### config.mk
export PLATFORM = sky130hd
export DESIGN_NAME = otter_pipe_ctrl
export DESIGN_NICKNAME = d
export VERILOG_FILES = /design/src/rtl/otter_pipe_pkg.sv /design/src/rtl/otter_pipe_ctrl_fwd_select.sv /design/src/rtl/otter_pipe_ctrl.sv
export SDC_FILE = /design/constraint.sdc
export NUM_CORES = 1
export LEC_CHECK = 0
export BUFFER_PORTS_ARGS = -buffer_cell sky130_fd_sc_hd__clkbuf_2
export CAP_MARGIN = 20
export CORE_ASPECT_RATIO = 1.25
export CORE_MARGIN = 1
export CORE_UTILIZATION = 51
export CTS_BUF_LIST = sky130_fd_sc_hd__clkbuf_8
export DETAILED_ROUTE_END_ITERATION = 8
export PLACE_DENSITY_LB_ADDON = 0.05
export REMOVE_ABC_BUFFERS = 1
export SLEW_MARGIN = 20
export SYNTH_ARGS = -nofsm -noshare
export SYNTH_HDL_FRONTEND = slang
export SYNTH_SLANG_ARGS = --single-unit
export TNS_END_PERCENT = 10
### constraint.sdc
create_clock -name CLK -period 4.89 [get_ports CLK]
set_input_delay 0.978 -clock CLK [delete_from_list [all_inputs] [get_ports CLK]]
set_output_delay 0.978 -clock CLK [all_outputs]
set_load 0.01 [all_outputs]
### src/rtl/otter_pipe_pkg.sv
// Shared types and helpers for the OTTER pipeline hazard/forwarding controller.
package otter_pipe_pkg;

    // Widest register address the shadow registers carry.
    localparam int RA_MAX = 5;

    typedef enum logic [1:0] {
        REG   = 2'd0,
        EXMEM = 2'd1,
        WB    = 2'd2,
        HOLD  = 2'd3
    } fwd_sel_t;

    typedef struct packed {
        logic [RA_MAX-1:0] rd;
        logic              reg_write;
        logic              mem_read;
        logic              valid;
    } stage_ctl_t;

    // A stage produces the register a consumer reads; x0 never matches.
    function automatic logic producer_match(input logic              valid,
                                            input logic              reg_write,
                                            input logic [RA_MAX-1:0] rd,
                                            input logic [RA_MAX-1:0] rs,
                                            input logic              used);
        return valid && reg_write && (rd != '0) && (rd == rs) && used;
    endfunction

endpackage

### src/rtl/otter_pipe_ctrl_fwd_select.sv
// Per-operand forwarding priority: youngest producer wins (MEM, then WB, then hold).
module otter_fwd_select
    import otter_pipe_pkg::*;
(
    input  logic [RA_MAX-1:0] rs_i,
    input  logic              rs_used_i,
    input  logic              mem_valid_i,
    input  logic              mem_reg_write_i,
    input  logic              mem_mem_read_i,
    input  logic [RA_MAX-1:0] mem_rd_i,
    input  logic              wb_valid_i,
    input  logic              wb_reg_write_i,
    input  logic [RA_MAX-1:0] wb_rd_i,
    input  logic [RA_MAX-1:0] hold_rd_i,
    output logic [1:0]        sel_o
);

    fwd_sel_t sel;

    // Load data in MEM is not available yet; the load-use stall keeps that case away.
    always_comb begin
        sel = REG;
        if (producer_match(mem_valid_i, mem_reg_write_i, mem_rd_i, rs_i, rs_used_i) && !mem_mem_read_i)
            sel = EXMEM;
        else if (producer_match(wb_valid_i, wb_reg_write_i, wb_rd_i, rs_i, rs_used_i))
            sel = WB;
        else if (producer_match(1'b1, 1'b1, hold_rd_i, rs_i, rs_used_i))
            sel = HOLD;
    end

    assign sel_o = sel;

endmodule

### src/rtl/otter_pipe_ctrl.sv
// Hazard, forwarding and valid-bit controller for the 5-stage OTTER pipeline.
module otter_pipe_ctrl
    import otter_pipe_pkg::*;
#(
    parameter int XLEN   = 32,
    parameter int RA_W   = 5,
    parameter int FWD_EN = 1
) (
    input  logic            CLK,
    input  logic            RESET,
    input  logic [RA_W-1:0] de_rs1_i,
    input  logic [RA_W-1:0] de_rs2_i,
    input  logic            de_rs1_used_i,
    input  logic            de_rs2_used_i,
    input  logic [RA_W-1:0] de_rd_i,
    input  logic            de_reg_write_i,
    input  logic            de_mem_read_i,
    input  logic            ex_branch_taken_i,
    input  logic            mem_busy_i,
    input  logic [XLEN-1:0] wb_data_i,
    output logic            stall_pc_o,
    output logic            stall_if_o,
    output logic            stall_de_o,
    output logic            stall_ex_o,
    output logic            stall_mem_o,
    output logic            if_de_valid_o,
    output logic            de_ex_valid_o,
    output logic            ex_mem_valid_o,
    output logic            mem_wb_valid_o,
    output logic [1:0]      fwd_a_sel_o,
    output logic [1:0]      fwd_b_sel_o,
    output logic [XLEN-1:0] hold_data_o,
    output logic [XLEN-1:0] stall_count_o,
    output logic [XLEN-1:0] flush_count_o
);

    stage_ctl_t        ex_q, ex_d, mem_q, mem_d;
    logic [RA_MAX-1:0] ex_rs1_q, ex_rs1_d, ex_rs2_q, ex_rs2_d;
    logic              ex_rs1_used_q, ex_rs1_used_d, ex_rs2_used_q, ex_rs2_used_d;
    logic [RA_MAX-1:0] wb_rd_q, wb_rd_d;
    logic              wb_rw_q, wb_rw_d, wb_valid_q, wb_valid_d;
    logic              if_de_valid_q, if_de_valid_d;
    logic [RA_MAX-1:0] hold_rd_q, hold_rd_d;
    logic [XLEN-1:0]   hold_data_q, hold_data_d;
    logic [XLEN-1:0]   stall_cnt_q, stall_cnt_d, flush_cnt_q, flush_cnt_d;

    logic [RA_MAX-1:0] de_rs1, de_rs2;
    logic              ex_m, mem_m, wb_m, hazard, flush, stall_front;
    logic [1:0]        sel_a, sel_b;

    assign de_rs1 = RA_MAX'(de_rs1_i);
    assign de_rs2 = RA_MAX'(de_rs2_i);

    // Which downstream stages produce a register the DE instruction reads.
    always_comb begin
        ex_m  = producer_match(ex_q.valid, ex_q.reg_write, ex_q.rd, de_rs1, de_rs1_used_i) ||
                producer_match(ex_q.valid, ex_q.reg_write, ex_q.rd, de_rs2, de_rs2_used_i);
        mem_m = producer_match(mem_q.valid, mem_q.reg_write, mem_q.rd, de_rs1, de_rs1_used_i) ||
                producer_match(mem_q.valid, mem_q.reg_write, mem_q.rd, de_rs2, de_rs2_used_i);
        wb_m  = producer_match(wb_valid_q, wb_rw_q, wb_rd_q, de_rs1, de_rs1_used_i) ||
                producer_match(wb_valid_q, wb_rw_q, wb_rd_q, de_rs2, de_rs2_used_i);
        hazard      = (FWD_EN != 0) ? (ex_m && ex_q.mem_read) : (ex_m || mem_m || wb_m);
        // EX is frozen during a memory wait, so its redirect is not acted on.
        flush       = ex_branch_taken_i && ex_q.valid && !mem_busy_i;
        stall_front = mem_busy_i || (hazard && !flush);
    end

    // Next state for valids, shadows, hold register and counters.
    always_comb begin
        ex_d          = ex_q;
        ex_rs1_d      = ex_rs1_q;
        ex_rs2_d      = ex_rs2_q;
        ex_rs1_used_d = ex_rs1_used_q;
        ex_rs2_used_d = ex_rs2_used_q;
        mem_d         = mem_q;
        wb_rd_d       = wb_rd_q;
        wb_rw_d       = wb_rw_q;
        wb_valid_d    = wb_valid_q;
        if_de_valid_d = if_de_valid_q;
        if (mem_busy_i) begin
            wb_valid_d = 1'b0;
            wb_rw_d    = 1'b0;
            wb_rd_d    = '0;
        end else begin
            wb_rd_d    = mem_q.rd;
            wb_rw_d    = mem_q.reg_write;
            wb_valid_d = mem_q.valid;
            mem_d      = ex_q;
            if (flush || hazard) begin
                ex_d          = '0;
                ex_rs1_d      = '0;
                ex_rs2_d      = '0;
                ex_rs1_used_d = 1'b0;
                ex_rs2_used_d = 1'b0;
            end else begin
                ex_d.rd        = RA_MAX'(de_rd_i);
                ex_d.reg_write = de_reg_write_i;
                ex_d.mem_read  = de_mem_read_i;
                ex_d.valid     = if_de_valid_q;
                ex_rs1_d       = de_rs1;
                ex_rs2_d       = de_rs2;
                ex_rs1_used_d  = de_rs1_used_i;
                ex_rs2_used_d  = de_rs2_used_i;
            end
            if (flush)       if_de_valid_d = 1'b0;
            else if (!hazard) if_de_valid_d = 1'b1;
        end
        hold_data_d = hold_data_q;
        hold_rd_d   = '0;
        if (wb_valid_q && wb_rw_q) begin
            hold_rd_d   = wb_rd_q;
            hold_data_d = wb_data_i;
        end
        stall_cnt_d = stall_cnt_q + XLEN'(stall_front);
        flush_cnt_d = flush_cnt_q + XLEN'(flush);
    end

    // State registers; synchronous reset overrides any stall or flush.
    always_ff @(posedge CLK) begin
        if (RESET) begin
            ex_q          <= '0;
            ex_rs1_q      <= '0;
            ex_rs2_q      <= '0;
            ex_rs1_used_q <= 1'b0;
            ex_rs2_used_q <= 1'b0;
            mem_q         <= '0;
            wb_rd_q       <= '0;
            wb_rw_q       <= 1'b0;
            wb_valid_q    <= 1'b0;
            if_de_valid_q <= 1'b0;
            hold_rd_q     <= '0;
            hold_data_q   <= '0;
            stall_cnt_q   <= '0;
            flush_cnt_q   <= '0;
        end else begin
            ex_q          <= ex_d;
            ex_rs1_q      <= ex_rs1_d;
            ex_rs2_q      <= ex_rs2_d;
            ex_rs1_used_q <= ex_rs1_used_d;
            ex_rs2_used_q <= ex_rs2_used_d;
            mem_q         <= mem_d;
            wb_rd_q       <= wb_rd_d;
            wb_rw_q       <= wb_rw_d;
            wb_valid_q    <= wb_valid_d;
            if_de_valid_q <= if_de_valid_d;
            hold_rd_q     <= hold_rd_d;
            hold_data_q   <= hold_data_d;
            stall_cnt_q   <= stall_cnt_d;
            flush_cnt_q   <= flush_cnt_d;
        end
    end

    otter_fwd_select u_fwd_a (
        .rs_i(ex_rs1_q), .rs_used_i(ex_rs1_used_q),
        .mem_valid_i(mem_q.valid), .mem_reg_write_i(mem_q.reg_write),
        .mem_mem_read_i(mem_q.mem_read), .mem_rd_i(mem_q.rd),
        .wb_valid_i(wb_valid_q), .wb_reg_write_i(wb_rw_q), .wb_rd_i(wb_rd_q),
        .hold_rd_i(hold_rd_q), .sel_o(sel_a)
    );

    otter_fwd_select u_fwd_b (
        .rs_i(ex_rs2_q), .rs_used_i(ex_rs2_used_q),
        .mem_valid_i(mem_q.valid), .mem_reg_write_i(mem_q.reg_write),
        .mem_mem_read_i(mem_q.mem_read), .mem_rd_i(mem_q.rd),
        .wb_valid_i(wb_valid_q), .wb_reg_write_i(wb_rw_q), .wb_rd_i(wb_rd_q),
        .hold_rd_i(hold_rd_q), .sel_o(sel_b)
    );

    assign fwd_a_sel_o    = (FWD_EN != 0) ? sel_a : 2'd0;
    assign fwd_b_sel_o    = (FWD_EN != 0) ? sel_b : 2'd0;
    assign stall_pc_o     = stall_front;
    assign stall_if_o     = stall_front;
    assign stall_de_o     = stall_front;
    assign stall_ex_o     = mem_busy_i;
    assign stall_mem_o    = mem_busy_i;
    assign if_de_valid_o  = if_de_valid_q;
    assign de_ex_valid_o  = ex_q.valid;
    assign ex_mem_valid_o = mem_q.valid;
    assign mem_wb_valid_o = wb_valid_q;
    assign hold_data_o    = hold_data_q;
    assign stall_count_o  = stall_cnt_q;
    assign flush_count_o  = flush_cnt_q;

endmodule

**Word level (Yosys, flattened, before mapping)**

Cells that the tools add are included.

- Add/subtract/negate cells: 2
- Multiply operators: 0
- Div/mod/pow operators: 0
- Order comparisons: 0
- Eq/ne operators: 9
- Shifts and indexed selects: 0
- Muxes and demuxes: 13
- Bitwise operators: 2
- Reductions and logical operators: 41

Operators with widths:

| operator | count |
|---|---|
| $add A32 B1 Y32 | 2 |
| $eq A5 B5 Y1 | 8 |
| $logic_and A1 B1 Y1 | 28 |
| $reduce_bool A5 Y1 | 4 |
| $mux W2 | 6 |
| $mux W5 | 2 |
| $mux W8 | 1 |
| $mux W1 | 4 |
| $reduce_or A2 Y1 | 2 |
| $logic_not A1 Y1 | 3 |
| $logic_or A1 B1 Y1 | 3 |
| $ne A2 B1 Y1 const B | 1 |
| $not A1 Y1 | 2 |
| $reduce_and A2 Y1 | 1 |

- Flip-flop bits (word level): 137
- Latch bits: 0
- RAM bits: 0
- Memory bits (read-only): 0
- Input port bits: 55
- Output and inout bits: 109
- Memories kept: 0

**Logic depth before layout (Yosys ltp)**

Gate-level depths: netlist (run 1).

- Word-level depth: 9
- Gate-level depth with buffers: 13
- Mapped depth without buffers: 10

**Cells and area by module**

Synthesis (run 1) repeated with hierarchy kept, for this count alone.

- Cells, all modules: 732
- Area total of the unflattened synthesis: 6184.7 um2

Modules (own cells, without submodules):

| module | times used | cells an instance | area each (um2) | seq. area each (um2) |
|---|---|---|---|---|
| otter_pipe_ctrl | 1 | 664 | 5704.2 | 2742.6 |
| otter_fwd_select | 2 | 34 | 240.2 | 0.0 |

**Worst setup path before layout (run 1)**

No wires, ideal clock.

- Path kind: input -> register
- Start: in de_rs2_i[2]
- End: reg stall_cnt_q[26], in the netlist stall_count_o[26]
- Arrival time: 3736 ps
- Slack: 1083 ps
- Stages: 12
- Path through: xnor2_1 -> nand4_1 -> o22ai_1 -> clkbuf_1 -> a21o_1 -> ha_1 -> ha_1 -> nand3_1 -> or4_1 -> clkbuf_2 -> or4_1 -> a21oi_1

- Cells in the longest elaborated chain, start to end: 8

Ends and longest elaborated chain:

| what | line | RTL |
|---|---|---|
| from (decl) | otter_pipe_ctrl.sv:12 | `input logic [RA_W-1:0] de_rs2_i,` |
| $eq A5 B5 Y1 | otter_pipe_pkg.sv:27 | `return valid && reg_write && (rd != '0) && (rd == rs) && used;` |
| $logic_and A1 B1 Y1 (2 in a row) | otter_pipe_pkg.sv:27 |  |
| $logic_or A1 B1 Y1 | otter_pipe_ctrl.sv:56 | `ex_m = producer_match(ex_q.valid, ex_q.reg_write, ex_q.rd, de_rs1, de_rs1_used_i) \|\|` |
| $logic_and A1 B1 Y1 | otter_pipe_ctrl.sv:62 | `hazard = (FWD_EN != 0) ? (ex_m && ex_q.mem_read) : (ex_m \|\| mem_m \|\| wb_m);` |
| $logic_and A1 B1 Y1 | otter_pipe_ctrl.sv:65 | `stall_front = mem_busy_i \|\| (hazard && !flush);` |
| $logic_or A1 B1 Y1 | otter_pipe_ctrl.sv:65 |  |
| via stall_de_o | otter_pipe_ctrl.sv:23 | `output logic stall_de_o,` |
| $add A32 B1 Y32 | otter_pipe_ctrl.sv:114 | `stall_cnt_d = stall_cnt_q + XLEN'(stall_front);` |
| to (signal assigned) | otter_pipe_ctrl.sv:148 | `stall_cnt_q <= stall_cnt_d;` |
| to (decl) | otter_pipe_ctrl.sv:45 | `logic [XLEN-1:0] stall_cnt_q, stall_cnt_d, flush_cnt_q, flush_cnt_d;` |

The timed path passes the listed nets, and every way through them passes these cells.
A chain may end at the register's enable or synchronous reset.

**Final worst setup path (run 1)**

- Start: in de_rs2_i[2]
- End: reg stall_cnt_q[28], in the netlist stall_count_o[28]

- Cells in the longest elaborated chain, start to end: 8

Ends and longest elaborated chain:

| what | line |
|---|---|
| $eq A5 B5 Y1 | otter_pipe_pkg.sv:27 |
| $logic_and A1 B1 Y1 (2 in a row) | otter_pipe_pkg.sv:27 |
| $logic_or A1 B1 Y1 | otter_pipe_ctrl.sv:56 |
| $logic_and A1 B1 Y1 | otter_pipe_ctrl.sv:62 |
| $logic_and A1 B1 Y1 | otter_pipe_ctrl.sv:65 |
| $logic_or A1 B1 Y1 | otter_pipe_ctrl.sv:65 |
| $add A32 B1 Y32 | otter_pipe_ctrl.sv:114 |

No other way between the ends.

==> flow_metrics.env, run 1 <==
export IMPL_cts_resized_gates=0
export IMPL_synth_top_area_cell="dfxtp_1"
export IMPL_synth_area_leaders="dfxtp_1 (45%), nand2_1 (6.8%), xnor2_1 (6.7%)"
export IMPL_path_class="input pin to flop"
export IMPL_grt_ovfl_total=0
export IMPL_worst_slew_pin_slew_ns=0.783
export IMPL_netlist_area_leader_share=0.449
export IMPL_hold_buffers=0
export IMPL_io_buffers=163
export IMPL_dp_slack_ns=0.748
export IMPL_grt_max_degree=60
export IMPL_path_cells="clkbuf_2 -> xnor2_1 -> nand4_1 -> o22ai_1 -> a21o_1 -> ha_1 -> ha_1 -> nand3_1 -> or4_1 -> or4_1 -> a21oi_1"
export IMPL_power_density_nw_per_um2=306
export IMPL_endpoint_kind="flop"
export IMPL_clkLatencyLatePin_ns=0.43
export IMPL_finalWorstSetupSlack_ns=1.17
export IMPL_cp_buffers_inverters=1
export IMPL_cp_data_required_time_ns=5.24
export IMPL_postLayoutCellArea_um2=7400
export IMPL_diodes=0
export IMPL_rsz0062_at_grt="no"
export IMPL_wl_met2_um=7100
export IMPL_yosys_cell_count_top_type="dfxtp_1"
export IMPL_skew_ns=0.00937
export IMPL_cts_sinks=137
export IMPL_synthCells=717
export IMPL_firstDrtPassIters=4
export IMPL_htree_levels=4
export IMPL_finalSetupViolCount=0
export IMPL_outcome="finished clean"
export IMPL_leakage_nw=2.80
export IMPL_ys_flop_type="dfxtp_1"
export IMPL_place_area_um2=6980
export IMPL_worstPathArrival_ns=4.07
export IMPL_slowest_stage="or4_1"
export IMPL_final_hold_viol_count=0
export IMPL_path_clk_slew_ns=0.08
export IMPL_avgSynthCellArea_um2=8.51
export IMPL_fill_cells=1026
export IMPL_detail_route_wirelength_um=14400
export IMPL_synth_edf_count=0
export IMPL_die_y_um=124
export IMPL_ys_seq_area_frac=0.449
export IMPL_antenna_found_initial=0
export IMPL_finalMaxSlewViolations=0
export IMPL_yosys_warnings=0
export IMPL_clock_path_buffers=2
export IMPL_drt_initial_drc_count=174
export IMPL_ys_top_cells_by_count="dfxtp_1 (137), nand2_1 (110), a21oi_1 (69)"
export IMPL_cts_root_buf="clkbuf_8"
export IMPL_start_util=0.525
export IMPL_final_nets=919
export IMPL_dr_wl_met3_um=833
export IMPL_ys_seq_elements=137
export IMPL_row_count=44
export IMPL_viasPerCell=5.53
export IMPL_fin_crit_ns=3.72
export IMPL_die_w_um=99.8
export IMPL_cts_tree="yes"
export IMPL_hpwl_um=10200
export IMPL_area_delta_synth_final_pct=21.2
export IMPL_gr_usage_all_layers=0.235
export IMPL_fmax_mhz=269
export IMPL_cts_setup_buffers=0
export IMPL_synthDistinctLibCells=39
export IMPL_met1Wirelength_um=6250
export IMPL_detail_route_wl_per_cell_um=13.9
export IMPL_holdWs_ns=0.457
export IMPL_die_area_um2=12400
export IMPL_postRouteAntennaNets=0
export IMPL_place_congestion=0.892
export IMPL_synthArstFlopShare=0
export IMPL_drive_gt1_frac=0.237
export IMPL_critical_path_max_fanout=16
export IMPL_fin_setup_tns_ns=0
export IMPL_cp_top_family="simple AND/OR/NAND/NOR gates"
export IMPL_total_power_w=0.00227
export IMPL_synthesis_area_um2=6100
export IMPL_drc_errors=0
export IMPL_max_stage_delay_ns=0.81
export IMPL_min_period_over_period=0.761
export IMPL_coreArea_um2=11600
export IMPL_io_pins=164
export IMPL_grt_pass1_vias=5265
export IMPL_top_layer="met4"
export IMPL_peakVddDrop_v=0.000191
export IMPL_critPathLaunchType="input pin"
export IMPL_num_vias=5716
export IMPL_max_slew_margin=0.477
export IMPL_grt_pass1_wl_um=23900
export IMPL_hold_class="flop to flop"
export IMPL_cts_buffers=17
export IMPL_drv_cap=0
per-stage QoR:
step,cells,util
floorplan,672,-
global placement,1001,0.600
detailed placement,1001,0.601
CTS,1033,0.636
global route,1034,0.637
finish,1034,0.637
where the power goes:
| part | internal [W] | total [W] | switching [W] |
|---|---|---|---|
| Combinational | 0.0000738 | 0.000149 | 0.0000751 |
| Clock | 0.000483 | 0.000937 | 0.000453 |
| Sequential | 0.00114 | 0.00118 | 0.0000394 |
| Total | 0.00170 | 0.00227 | 0.000568 |
registers in the layout, summed over array words and instances (netlist names), 7 cells and up:
| name | cells |
|---|---|
| hold_data_o | 32 |
| ex_q | 7 |
| stall_count_o | 32 |
| flush_count_o | 32 |
| mem_q | 7 |
path summary, 6_finish.rpt:
path                                                   start                            to  slack, ns  cells past startpoint
worst min register to register  hold_data_o[27]$_SDFFE_PP0P_  hold_data_o[27]$_SDFFE_PP0P_       0.46                      2
worst max register to register          ex_q[7]$_SDFFE_PP0N_  stall_count_o[28]$_SDFF_PP0_       1.39                     10
worst min-delay path            hold_data_o[27]$_SDFFE_PP0P_  hold_data_o[27]$_SDFFE_PP0P_       0.46                      2
worst max-delay path                             de_rs2_i[2]  stall_count_o[28]$_SDFF_PP0_       1.17                     11
placed cells by master, fill, tap and decap left out, drive strengths merged, types with 3 or more instances in the layout:
cell      netlist  layout
and4            9       9
and2           16      16
or3            17      17
o31ai          21      21
a21oi          69      69
clkinv          0       3
o21ai          36      36
and3            5       5
clkinvlp        0       6
nor2           40      40
xnor2          47      47
nand2         110     110
nand3          22      22
nor2b           5       5
nand4          24      24
nor3            8       8
clkbuf         32     181
ha              4       4
dfxtp         137     137
mux2i           8       8
inv            11      13
a32oi          20      20
nor4            4       4
xor2           16      16
or4            30      30
buf            13       7
tightest hold or removal path: stages, from the launching register on:
cell and delay, ns:
dfxtp_1 0.31, nand2_1 0.05, a21oi_1 0.05
cell type report:
cell class	count	area [µm²]	area share
clock buffers	19	262	0.0353
clock inverters	13	145	0.0196
inverters	11	41.3	0.00558
multi-input cells	524	3140	0.424
flip-flops and latches	137	2740	0.371
well taps	161	201	0.0272
repair buffers	169	871	0.118
routing by layer:
| layer | up-vias | track usage |
|---|---|---|
| met2 | 157 | 0.400 |
| met1 | 2692 | 0.288 |
| li1 | 2849 | - |
| met3 | 18 | 0.0516 |
| met4 | 0 | 0.0822 |
| met5 | - | 0 |
cell families after synthesis:
group	share of synthesized area
XOR/XNOR	0.0904
multiplexers	0.0150
flip-flops	0.449
AND/OR/NAND/NOR	0.246
adder cells (fa/ha/maj)	0.00820
buffers and inverters	0.0379
AO/OA/AOI/OAI	0.153
Power figures use the tool's default switching activity.
==> run 2: changes to the inputs <==
--- a/config.mk
+++ b/config.mk
@@ -5,11 +5,12 @@
 export SDC_FILE = /design/constraint.sdc
 export NUM_CORES = 1
 export LEC_CHECK = 0
+export ABC_AREA = 1
 export BUFFER_PORTS_ARGS = -buffer_cell sky130_fd_sc_hd__clkbuf_2
 export CAP_MARGIN = 20
 export CORE_ASPECT_RATIO = 1.25
 export CORE_MARGIN = 1
-export CORE_UTILIZATION = 51
+export CORE_UTILIZATION = 50
 export CTS_BUF_LIST = sky130_fd_sc_hd__clkbuf_8
 export DETAILED_ROUTE_END_ITERATION = 8
 export PLACE_DENSITY_LB_ADDON = 0.05
==> constraint.sdc (replaced) <==
create_clock -name CLK -period 3.4 [get_ports CLK]
set_input_delay 0.68 -clock CLK [delete_from_list [all_inputs] [get_ports CLK]]
set_output_delay 0.68 -clock CLK [all_outputs]
set_load 0.01 [all_outputs]
==> run 2 against run 1 <==
  * Area after synthesis increased by 11%
  * Setup slack got worse by 0.40 ns
  * Critical path type is now flop to output pin
  * Cell count increased by 29%
  * Highest routed layer unchanged
  * Synthesized cell count increased by 39%
==> flow_metrics.env, run 2 <==
export IMPL_cp_data_required_time_ns=2.72
export IMPL_final_nets=1210
export IMPL_grt_ovfl_total=0
export IMPL_dp_slack_ns=0.501
export IMPL_coreArea_um2=13200
export IMPL_grt_pass1_wl_um=29100
export IMPL_grt_pass1_vias=6182
export IMPL_rsz0062_at_grt="no"
export IMPL_synth_top_area_cell="dfxtp_1"
export IMPL_firstDrtPassIters=5
export IMPL_p_seq_frac=0.493
export IMPL_row_count=47
export IMPL_leakage_nw=3.48
export IMPL_area_delta_synth_final_pct=20.8
export IMPL_ys_seq_area_frac=0.405
export IMPL_path_class="flop to output pin"
export IMPL_worstPathArrival_ns=1.95
export IMPL_finalWorstSetupSlack_ns=0.766
export IMPL_viasPerCell=5.01
export IMPL_fin_crit_ns=2.63
export IMPL_swShare=0.236
export IMPL_hold_buffers=0
export IMPL_io_buffers=163
export IMPL_die_w_um=106
export IMPL_netlist_area_leader_share=0.405
export IMPL_mostFrequentLayoutCells="nand2_1 (188), nor2_1 (184), clkbuf_2 (163), dfxtp_1 (137), inv_1 (110)"
export IMPL_total_power_w=0.00336
export IMPL_fin_setup_tns_ns=0
export IMPL_synthArstFlopShare=0
export IMPL_htree_levels=4
export IMPL_skew_ns=0.0101
export IMPL_postRouteAntennaNets=0
export IMPL_critical_path_max_fanout=6
export IMPL_synth_edf_count=0
export IMPL_path_clk_slew_ns=0.07
export IMPL_worst_slew_pin_slew_ns=0.709
export IMPL_synthesis_area_um2=6780
export IMPL_place_congestion=0.892
export IMPL_ys_flop_type="dfxtp_1"
export IMPL_outcome="finished clean"
export IMPL_num_vias=6688
export IMPL_clock_path_buffers=2
export IMPL_io_pins=164
export IMPL_hold_class="flop to flop"
export IMPL_cts_sinks=137
export IMPL_peakVddDrop_v=0.000310
export IMPL_drc_errors=0
export IMPL_ys_seq_elements=137
export IMPL_max_slew_margin=0.527
export IMPL_critPathLaunchType="flop"
export IMPL_gr_usage_all_layers=0.261
export IMPL_synthDistinctLibCells=37
export IMPL_cts_resized_gates=0
export IMPL_hpwl_um=13300
export IMPL_cts_setup_buffers=0
export IMPL_diodes=0
export IMPL_synthCells=994
export IMPL_comb_power_share=0.062
export IMPL_final_hold_viol_count=0
export IMPL_antenna_found_initial=0
export IMPL_drive_gt1_frac=0.216
export IMPL_finalSetupViolCount=0
export IMPL_p_int_w=0.00257
export IMPL_clkLatencyLatePin_ns=0.45
export IMPL_drt_initial_drc_count=293
export IMPL_final_common_cell="nand2_1"
export IMPL_die_area_um2=14000
export IMPL_endpoint_kind="output pin"
export IMPL_detail_route_wl_per_cell_um=13.4
export IMPL_avgSynthCellArea_um2=6.82
export IMPL_finalMaxSlewViolations=0
export IMPL_grt_max_degree=63
export IMPL_yosys_cell_count_top_type="nand2_1"
export IMPL_fmax_mhz=380
export IMPL_start_util=0.512
export IMPL_yosys_warnings=0
export IMPL_min_period_over_period=0.775
export IMPL_drv_cap=0
export IMPL_ys_top_cells_by_count="nand2_1 (188), nor2_1 (184), dfxtp_1 (137)"
export IMPL_postLayoutCoreUtil=0.619
export IMPL_die_y_um=132
export IMPL_stdcell_count=1335
export IMPL_cts_buffers=17
export IMPL_cts_tree="yes"
export IMPL_synth_area_leaders="dfxtp_1 (40%), nand2_1 (10%), nor2_1 (10%)"
export IMPL_p_clk_frac=0.445
export IMPL_cts_root_buf="clkbuf_8"
export IMPL_dp_cells=1303
export IMPL_detail_route_wirelength_um=17800
export IMPL_power_density_nw_per_um2=410
export IMPL_power_switching_w=0.000792
-- run 2: final timing paths --
path         slack [ns]  cells past startpoint                           end                        start
min reg2reg        0.47                      2     mem_wb_valid_o$_SDFF_PP0_  ex_mem_valid_o$_SDFFE_PP0N_
max                0.77                     10                    stall_de_o         ex_q[5]$_SDFFE_PP0N_
min                0.47                      2     mem_wb_valid_o$_SDFF_PP0_  ex_mem_valid_o$_SDFFE_PP0N_
max reg2reg        0.82                     18  stall_count_o[12]$_SDFF_PP0_         ex_q[5]$_SDFFE_PP0N_
-- run 2: per-stage QoR --
stage	hold slack (ns)	instance area (µm²)
floorplan	0.431	6630
global placement	0.453	7740
detailed placement	0.462	7740
CTS	0.457	8190
global route	0.459	8190
finish	0.466	8190
-- run 2: logic make-up (layout without fill, tap and decap cells) --
kind of cell / count (synthesis) / after routing / share of synthesized area
adder cells (fa/ha/maj): 4 / 4 / 0.00738
XOR/XNOR: 20 / 20 / 0.0258
flip-flops: 137 / 137 / 0.405
AND/OR/NAND/NOR: 523 / 523 / 0.356
buffers and inverters: 156 / 326 / 0.0897
AO/OA/AOI/OAI: 154 / 154 / 0.116
-- run 2: cell type report --
type | instances | area (µm²)
Tap cell | 171 | 214
Clock buffer | 20 | 275
Multi-Input combinational cell | 701 | 3430
Clock inverter | 12 | 173
Sequential cell | 137 | 2740
Timing Repair Buffer | 172 | 896
Fill cell | 1370 | 5040
Inverter | 122 | 458
-- run 2: per-layer routing --
metal,share of wire,vias up,routed length [µm],global-route usage
li1,-,3492,-,-
met1,0.41,2961,7400,0.294
met2,0.50,193,8940,0.463
met3,0.058,42,1040,0.0633
met4,0.026,0,471,0.111
met5,0,-,0,0
-- run 2: power groups by stage --
stage	combinational, W	clock (W)	sequential, W
finish	0.000209	0.00149	0.00166
global route	0.000238	0.00159	0.00166
CTS	0.000211	0.00152	0.00166
detailed placement	0.000210	0	0.00169
global placement	0.000208	0	0.00169
floorplan	0.000114	0	0.00169
-- run 2: worst max-delay path, cell delays in order (launching register included) --
cell,delay [ns]
dfxtp_1,0.47
inv_1,0.09
nand2_1,0.07
nand2_1,0.05
nor2_1,0.09
nand3_1,0.08
nand2_1,0.10
nand2_1,0.07
a21oi_1,0.20
buf_4,0.17
clkbuf_2,0.13
